--- src/rtl/instr_sequencer_if.sv ---
// instr_sequencer_if: fetch, decoder and status signals between the sequencer and its environment
interface instr_sequencer_if #(parameter int PC_W = 8);
   logic            run;
   logic            imem_req;
   logic [PC_W-1:0] imem_addr;
   logic            imem_ack;
   logic [15:0]     imem_data;
   logic [3:0]      opcode;
   logic [3:0]      rd;
   logic [3:0]      rs1;
   logic [3:0]      rs2;
   logic            exec_en;
   logic            mem_en;
   logic            wb_en;
   logic            mem_done;
   logic            halted;
   logic            illegal;
   logic [15:0]     retired;
   modport master (
      output run, imem_ack, imem_data, mem_done,
      input  imem_req, imem_addr, opcode, rd, rs1, rs2, exec_en, mem_en, wb_en, halted, illegal, retired
   );
   modport slave (
      input  run, imem_ack, imem_data, mem_done,
      output imem_req, imem_addr, opcode, rd, rs1, rs2, exec_en, mem_en, wb_en, halted, illegal, retired
   );
endinterface

--- src/rtl/instr_sequencer.sv ---
// instr_sequencer: multi-cycle fetch/decode/exec/mem/writeback control sequencer
module instr_sequencer #(
   parameter int              PC_W     = 8,
   parameter logic [PC_W-1:0] RESET_PC = '0
) (
   input logic            clk,
   input logic            rst,
   instr_sequencer_if.slave bus
);
   typedef enum logic [2:0] {S_IDLE, S_FETCH, S_DECODE, S_EXEC, S_MEM, S_WB, S_HALT} state_t;
   state_t          r_state, w_next;
   logic [PC_W-1:0] r_pc;
   logic [15:0]     r_ir, r_retired;
   logic            r_illegal;
   logic [3:0]      w_op;
   logic            w_hlt, w_bad, w_memop, w_store, w_retire;
   logic            w_imem_req, w_exec_en, w_mem_en, w_wb_en, w_halted;
   assign w_op     = r_ir[15:12];
   assign w_hlt    = w_op == 4'hF;
   assign w_bad    = w_op inside {[4'h7:4'hE]};
   assign w_memop  = w_op == 4'h5 || w_op == 4'h6;
   assign w_store  = w_op == 4'h6;
   assign w_retire = r_state == S_WB || (r_state == S_MEM && bus.mem_done && w_store);
   // state register
   always_ff @(posedge clk or posedge rst)
      if (rst) r_state <= S_IDLE;
      else     r_state <= w_next;
   // next-state logic; run is sampled only at instruction boundaries
   always_comb begin
      w_next = r_state;
      unique case (r_state)
         S_IDLE:   w_next = bus.run ? S_FETCH : S_IDLE;
         S_FETCH:  w_next = bus.imem_ack ? S_DECODE : S_FETCH;
         S_DECODE: w_next = (w_hlt || w_bad) ? S_HALT : S_EXEC;
         S_EXEC:   w_next = w_memop ? S_MEM : S_WB;
         S_MEM:    w_next = !bus.mem_done ? S_MEM : !w_store ? S_WB : bus.run ? S_FETCH : S_IDLE;
         S_WB:     w_next = bus.run ? S_FETCH : S_IDLE;
         S_HALT:   w_next = S_HALT;
         default:  w_next = S_IDLE;
      endcase
   end
   // phase qualifiers decoded purely from state
   always_comb begin
      w_imem_req = r_state == S_FETCH;
      w_exec_en  = r_state == S_EXEC;
      w_mem_en   = r_state == S_MEM;
      w_wb_en    = r_state == S_WB;
      w_halted   = r_state == S_HALT;
   end
   // PC advance and instruction capture on a completed fetch
   always_ff @(posedge clk or posedge rst)
      if (rst) begin
         r_pc <= RESET_PC;
         r_ir <= '0;
      end else if (r_state == S_FETCH && bus.imem_ack) begin
         r_pc <= r_pc + PC_W'(1);
         r_ir <= bus.imem_data;
      end
   // sticky illegal flag and saturating retirement counter
   always_ff @(posedge clk or posedge rst)
      if (rst) begin
         r_illegal <= 1'b0;
         r_retired <= '0;
      end else begin
         if (r_state == S_DECODE && w_bad) r_illegal <= 1'b1;
         if (w_retire && r_retired != 16'hFFFF) r_retired <= r_retired + 16'd1;
      end
   assign bus.imem_req  = w_imem_req;
   assign bus.imem_addr = r_pc;
   assign bus.opcode    = r_ir[15:12];
   assign bus.rd        = r_ir[11:8];
   assign bus.rs1       = r_ir[7:4];
   assign bus.rs2       = r_ir[3:0];
   assign bus.exec_en   = w_exec_en;
   assign bus.mem_en    = w_mem_en;
   assign bus.wb_en     = w_wb_en;
   assign bus.halted    = w_halted;
   assign bus.illegal   = r_illegal;
   assign bus.retired   = r_retired;
endmodule
--- src/flat_wrapper.sv ---
// flat-port wrapper written by rule: the top's interface ports become plain ports
module instr_sequencer_flat 
#(
   parameter int              PC_W     = 8,
   parameter logic [PC_W-1:0] RESET_PC = '0
)
  (clk, rst, bus_run, bus_imem_ack, bus_imem_data, bus_mem_done, bus_imem_req, bus_imem_addr, bus_opcode, bus_rd, bus_rs1, bus_rs2, bus_exec_en, bus_mem_en, bus_wb_en, bus_halted, bus_illegal, bus_retired);
  instr_sequencer_if #(.PC_W(PC_W)) bus_i ();
  input logic clk;
  input logic rst;
  input wire logic [$bits(bus_i.run)-1:0] bus_run;
  input wire logic [$bits(bus_i.imem_ack)-1:0] bus_imem_ack;
  input wire logic [$bits(bus_i.imem_data)-1:0] bus_imem_data;
  input wire logic [$bits(bus_i.mem_done)-1:0] bus_mem_done;
  output wire logic [$bits(bus_i.imem_req)-1:0] bus_imem_req;
  output wire logic [$bits(bus_i.imem_addr)-1:0] bus_imem_addr;
  output wire logic [$bits(bus_i.opcode)-1:0] bus_opcode;
  output wire logic [$bits(bus_i.rd)-1:0] bus_rd;
  output wire logic [$bits(bus_i.rs1)-1:0] bus_rs1;
  output wire logic [$bits(bus_i.rs2)-1:0] bus_rs2;
  output wire logic [$bits(bus_i.exec_en)-1:0] bus_exec_en;
  output wire logic [$bits(bus_i.mem_en)-1:0] bus_mem_en;
  output wire logic [$bits(bus_i.wb_en)-1:0] bus_wb_en;
  output wire logic [$bits(bus_i.halted)-1:0] bus_halted;
  output wire logic [$bits(bus_i.illegal)-1:0] bus_illegal;
  output wire logic [$bits(bus_i.retired)-1:0] bus_retired;
  assign bus_i.run = bus_run;
  assign bus_i.imem_ack = bus_imem_ack;
  assign bus_i.imem_data = bus_imem_data;
  assign bus_i.mem_done = bus_mem_done;
  assign bus_imem_req = bus_i.imem_req;
  assign bus_imem_addr = bus_i.imem_addr;
  assign bus_opcode = bus_i.opcode;
  assign bus_rd = bus_i.rd;
  assign bus_rs1 = bus_i.rs1;
  assign bus_rs2 = bus_i.rs2;
  assign bus_exec_en = bus_i.exec_en;
  assign bus_mem_en = bus_i.mem_en;
  assign bus_wb_en = bus_i.wb_en;
  assign bus_halted = bus_i.halted;
  assign bus_illegal = bus_i.illegal;
  assign bus_retired = bus_i.retired;
  instr_sequencer #(.PC_W(PC_W), .RESET_PC(RESET_PC)) u_core (.clk(clk), .rst(rst), .bus(bus_i));
endmodule
--- config.mk ---
export PLATFORM = sky130hd
export DESIGN_NAME = instr_sequencer_flat
export DESIGN_NICKNAME = d
export VERILOG_FILES = /design/src/rtl/instr_sequencer_if.sv /design/src/rtl/instr_sequencer.sv /design/src/flat_wrapper.sv
export SDC_FILE = /design/constraint.sdc
export NUM_CORES = 1
export LEC_CHECK = 0
export CELL_PAD_IN_SITES_DETAIL_PLACEMENT = 1
export CELL_PAD_IN_SITES_GLOBAL_PLACEMENT = 1
export CORE_MARGIN = 1.5
export CORE_UTILIZATION = 31
export CTS_CLUSTER_DIAMETER = 40
export DETAILED_ROUTE_END_ITERATION = 7
export PLACE_DENSITY = 0.76
export SETUP_SLACK_MARGIN = 0.1
export SLEW_MARGIN = 40
export SYNTH_ARGS = -nofsm -noshare
export SYNTH_HDL_FRONTEND = slang
export SYNTH_SLANG_ARGS = --single-unit
--- constraint.sdc ---
create_clock -name clk -period 1.75 [get_ports clk]
set_input_delay 0.4375 -clock clk [delete_from_list [all_inputs] [get_ports clk]]
set_output_delay 0.4375 -clock clk [all_outputs]
set_load 0.01 [all_outputs]
After elaboration in Yosys (flattened, before gate mapping)
Index checks and enable logic that the tools add are counted.
{"block": "classes", "n_reduce_logical": 11, "n_eq_ne": 10, "addsub": 2, "n_mux": 7, "order_cmp": 2}
{"operator": "$pmux 3 s6", "count": 1}
{"operator": "$add 16x1->16 const B", "count": 1}
{"operator": "$ne 16x16->1 const B", "count": 1}
{"operator": "$eq 3x3->1 const B", "count": 3}
{"operator": "$mux 3", "count": 3}
{"operator": "$add 8x1->8 const B", "count": 1}
{"operator": "$eq 4x3->1 const B", "count": 2}
{"operator": "$eq 3x2->1 const B", "count": 2}
{"operator": "$logic_and 1x1->1", "count": 6}
{"operator": "$eq 4x4->1 const B", "count": 1}
{"operator": "$ge 4x3->1 const B", "count": 1}
{"operator": "$le 4x4->1 const B", "count": 1}
{"operator": "$eq 3x1->1 const B", "count": 1}
{"operator": "$logic_not 3->1", "count": 1}
{"operator": "$logic_or 1x1->1", "count": 3}
{"operator": "$mux 1", "count": 2}
{"operator": "$mux 2", "count": 1}
{"operator": "$reduce_or 2->1", "count": 1}
{"block": "totals", "ff_bits": 44, "word_cells": 37, "output_inout_bits": 46, "input_bits": 21}

Logic depth before layout (Yosys ltp)
{"block": "depth", "depth_word": 5, "ltp_mapped": 7, "mapped_depth_nobuf": 6}

Worst setup path before layout
Ideal clock, no wire load.
{"block": "synth_timing", "path_type": "reg2reg", "from": "reg u_core.r_ir[15]", "to": "reg u_core.r_retired[15], in the netlist u_core.bus.retired[15]", "period_less_slack_ps": 1834, "path_slack_ps": -84, "stages_incl_launch_ff": 6, "setup_ps": 128, "t_required_ps": 1622, "n_path_buf": 0, "arrival_ps": 1706, "cell_sequence": "dfrtp_1 and4bb_1 a41oi_1 or2_4 nor4_4 mux2_1"}
{"block": "synth_between", "elab_chain_len": 4}
{"element": "start, declared", "line": "instr_sequencer.sv:13", "rtl": "logic [15:0] r_ir, r_retired;"}
{"element": "start signal, assigned", "line": "instr_sequencer.sv:57", "rtl": "r_ir <= bus.imem_data;"}
{"element": "$eq 4x3->1", "line": "instr_sequencer.sv:22", "rtl": "assign w_store = w_op == 4'h6;"}
{"element": "$logic_and 1x1->1", "line": "instr_sequencer.sv:23", "rtl": "assign w_retire = r_state == S_WB || (r_state == S_MEM && bus.mem_done && w_store);"}
{"element": "$logic_or 1x1->1", "line": "instr_sequencer.sv:23"}
{"element": "$logic_and 1x1->1", "line": "instr_sequencer.sv:66", "rtl": "if (w_retire && r_retired != 16'hFFFF) r_retired <= r_retired + 16'd1;"}
{"element": "end signal, assigned", "line": "instr_sequencer.sv:66"}
{"element": "end, declared", "line": "instr_sequencer.sv:13"}
No other way between the ends.
A chain may end at the register's enable or synchronous reset.

Final worst setup path
Same ends and word-level chain as after synthesis.

==> key figures <==
Layout
  – Count of inserted antenna diode cells: 0
  – Multi-input gate area: 1060 um2
  – Leading cell types in the layout, fill and taps excluded: 37 x buf_4, 37 x dfrtp_1, 24 x dlygate4sd2_1, 20 x clkdlybuf4s50_1, 17 x dlymetal6s2s_1
  – Final net count: 309
  – Register Area: 1110 um2
  – Syn-to-layout area delta: 79.4%
  – Proportion of layout cells with a drive suffix above 1: 44.9%
  – Number of fill cells in the layout: 664

Setup path
  – Flop2flop setup slack: -0.05 ns
  – RR Startpoint: u_core.r_ir[15]
  – R2R depth: 5
  – Required time of the critical path: 1.94 ns
  – Kind of cell adding the most delay to the critical path: simple AND/OR/NAND/NOR gates
  – Kind of critical path: reg2reg
  – Crit-path cells: and4bb_2 > a41oi_4 > or2_4 > nor4_4 > mux2_4
  – Peak fanout along the critical path: 2
  – Crit. End Element: flip-flop
  – R2r endpoint: u_core.bus.retired[15]
  – Critical path arrival: 1.99 ns
  – Slowest stage cell on the critical path: dfrtp_2
  – Crit path buffers/inverters: 0
  – Element type at the critical path start: flip-flop
  – Largest stage delay on the critical path: 0.42 ns

Global route
  – Number of global-route vias before repair: 1,867
  – First-pass GRT wire length: 9280 um
  – Global-route usage over all layers: 16.8%
  – Antenna violations before repair: 0
  – Sum of overflow across all layers after global routing: 0
  – Pin count of the biggest net entering global routing: 45

Synthesis
  – Cell count after synthesis: 164
  – Commonest register cell after synthesis: dfrtp_1
  – Total standard cell area after synthesis: 2000 um2
  – Number of enable-type register cells in the synthesized netlist: 0
  – Net count of the mapped netlist: 187
  – Register bit total from synthesis: 44
  – Async S/R FF share, synth: 100%
  – Synthesized area divided by synthesized cell count: 12.2 um2
  – Count of synthesis-stage warnings from yosys: 0
  – Sequential-to-total area share from yosys stat: 55.2%
  – Synth cell types: 34

STA
  – Slew of the pin with the lowest slew margin: 0.293 ns
  – Crit path setup slack, layout: -0.0543 ns
  – Final-report hold violation count: 0
  – Unrepaired setup endpoints after global routing: yes
  – Maximum clock frequency: 0.554 GHz
  – Minimum period implied by the final worst setup slack: 1.80 ns
  – Largest clock skew in the final design: 0.00710 ns
  – Final-layout setup total negative slack: -0.0833 ns
  – Final setup violation count: 4
  – Max_slew headroom: 80.3%
  – Max-slew violation count: 0
  – Final cycle utilization of the critical path: 103%

Drt
  – Mean number of vias per cell: 4.90
  – Post-route DRC violation count: 0
  – Number of design-rule violations left by the first detailed-router iteration: 79
  – Total via count in the routed design: 1,782
  – Sum of routed wire length over all layers: 6300 um
  – Number of detailed-routing iterations run before antenna repair: 4
  – Wire length per cell: 17.3 um
  – Remaining number of nets flagged by the antenna check after routing: 0

Clock tree
  – Clock transition time at the flip-flop clock pins of the worst setup and hold paths: 0.09 ns
  – Clock H-tree levels: 2
  – Clock tree sinks: 44
  – Number of buffers inserted for hold repair after clock tree synthesis: 0
  – CTS tree: yes
  – Largest buffer count on any clock path: 2
  – Clock insertion delay at the later pin of the skew report: 0.30 ns
  – Root Buffer Master: clkbuf_8
  – Inserted Clock Buffers: 5

Floorplanning
  – Floorplan die area: 6930 um2
  – Ports placed on the boundary: 67
  – Width of the die: 83.2 um
  – Initial core utilization: 31.8%
  – Height of the die: 83.2 um
  – Core Box Area: 6280 um2
  – Total number of placement rows: 29

Placed design
  – Post-DP HPWL: 3620 um
  – Last weighted congestion value of the routability-driven placer: 0.789
  – Total of buffers placed on input and output ports: 66

Flow run
  – Max Cap Viol: 0

Run status
  – Violated checks: negative setup slack
  – Outcome: finished, violations left

Pwr
  – Overall power consumption: 4820 uW
  – Maximum resistive drop on vdd: 0.000624 V
  – Leakage: 0.00185 uW
  – Power Density: 1340 nW/um2

Hold path
  – Tightest Hold Check Type: reg2reg
  – Worst hold path depth: 1
  – Terminating pin of the worst hold path: u_core.bus.illegal
  – Hold Startpoint: u_core.bus.illegal
-- metal layers --
metal  vias to the layer above  track usage, %  share of wire (%)
met3                         5            4.27                3.3
met5                         -               0                  0
li1                        835               -                  -
met2                        39            27.9                 52
met4                         0            4.55               0.84
met1                       903            21.8                 44
-- kinds of logic (layout without fill, tap and decap cells) --
family	count (synthesis)	after routing	share of synthesized area, %
AO/OA/AOI/OAI	11	11	3.82
XOR/XNOR	23	23	10.1
adder cells (fa/ha/maj)	2	2	1.25
buffers and inverters	11	134	2.57
flip-flops	44	44	55.2
multiplexers	19	19	10.7
AND/OR/NAND/NOR	54	54	16.4
-- area by class of cell --
class                   instances  share of cell area (%)
inverters                       5                   0.874
well taps                      77                    2.69
clock buffers                   6                    2.31
multi-input cells             109                    29.7
flip-flops and latches         44                    31.0
repair buffers                121                    33.1
clock inverters                 2                   0.280
-- cells in the mapped netlist (3+ instances only) --
cell     number  share of area (%)
xnor2_1      16                7.0
xor2_1        7                3.1
nor2_1        5               0.94
a21oi_1       3               0.75
mux2_2       18                 10
inv_1         5               0.94
and3_1        7                2.2
nand3_1       7                1.8
nor3_1        5                1.3
nand4_1       8                2.5
nand2_1      10                1.9
buf_2         4                1.0
dfrtp_1      44                 55
-- how the worst max path moves through the flow --
stage          slack [ns]                      to             from  cells after the start
3_5_place_dp        -0.27  u_core.bus.retired[14]     bus_mem_done                      6
2_1_floorplan        0.04  u_core.bus.retired[15]  u_core.r_ir[15]                      5
4_1_cts             -0.06  u_core.bus.retired[15]  u_core.r_ir[15]                      5
3_3_place_gp        -0.21  u_core.bus.retired[15]     bus_mem_done                      5
5_1_grt             -0.10  u_core.bus.retired[15]  u_core.r_ir[15]                      5
6_report            -0.05  u_core.bus.retired[15]  u_core.r_ir[15]                      5
-- flip-flops by register name, summed over array words and instances (netlist names) --
| signal | cells |
|---|---|
| u_core.bus.imem_addr | 8 |
| u_core.r_state | 3 |
| u_core.r_ir | 16 |
| u_core.bus.illegal | 1 |
| u_core.bus.retired | 16 |
-- power by group --
part | internal, uW | switching (uW)
Combinational | 1500 | 1080
Sequential | 1350 | 209
Clock | 316 | 355
-- timing repair --
item,4_1_cts,5_1_grt
gates resized for setup,80,59
endpoints found under the setup margin,49,61
setup buffers,21,8
pin swaps,19,24
cloned,1,1
-- stage by stage --
step / instances / hold WS (ns) / area (um2) / setup slack [ns] / util, %
floorplan: 164 / 0.493 / 2010 / 0.0378 / -
global placement: 326 / 0.449 / 2930 / -0.209 / 46.7
detailed placement: 326 / 0.453 / 2930 / -0.266 / 46.7
CTS: 356 / 0.471 / 3280 / -0.0558 / 52.3
global route: 364 / 0.475 / 3580 / -0.101 / 57.0
finish: 364 / 0.458 / 3580 / -0.0543 / 57.0
Note: power is estimated with default switching activity, not from simulation.
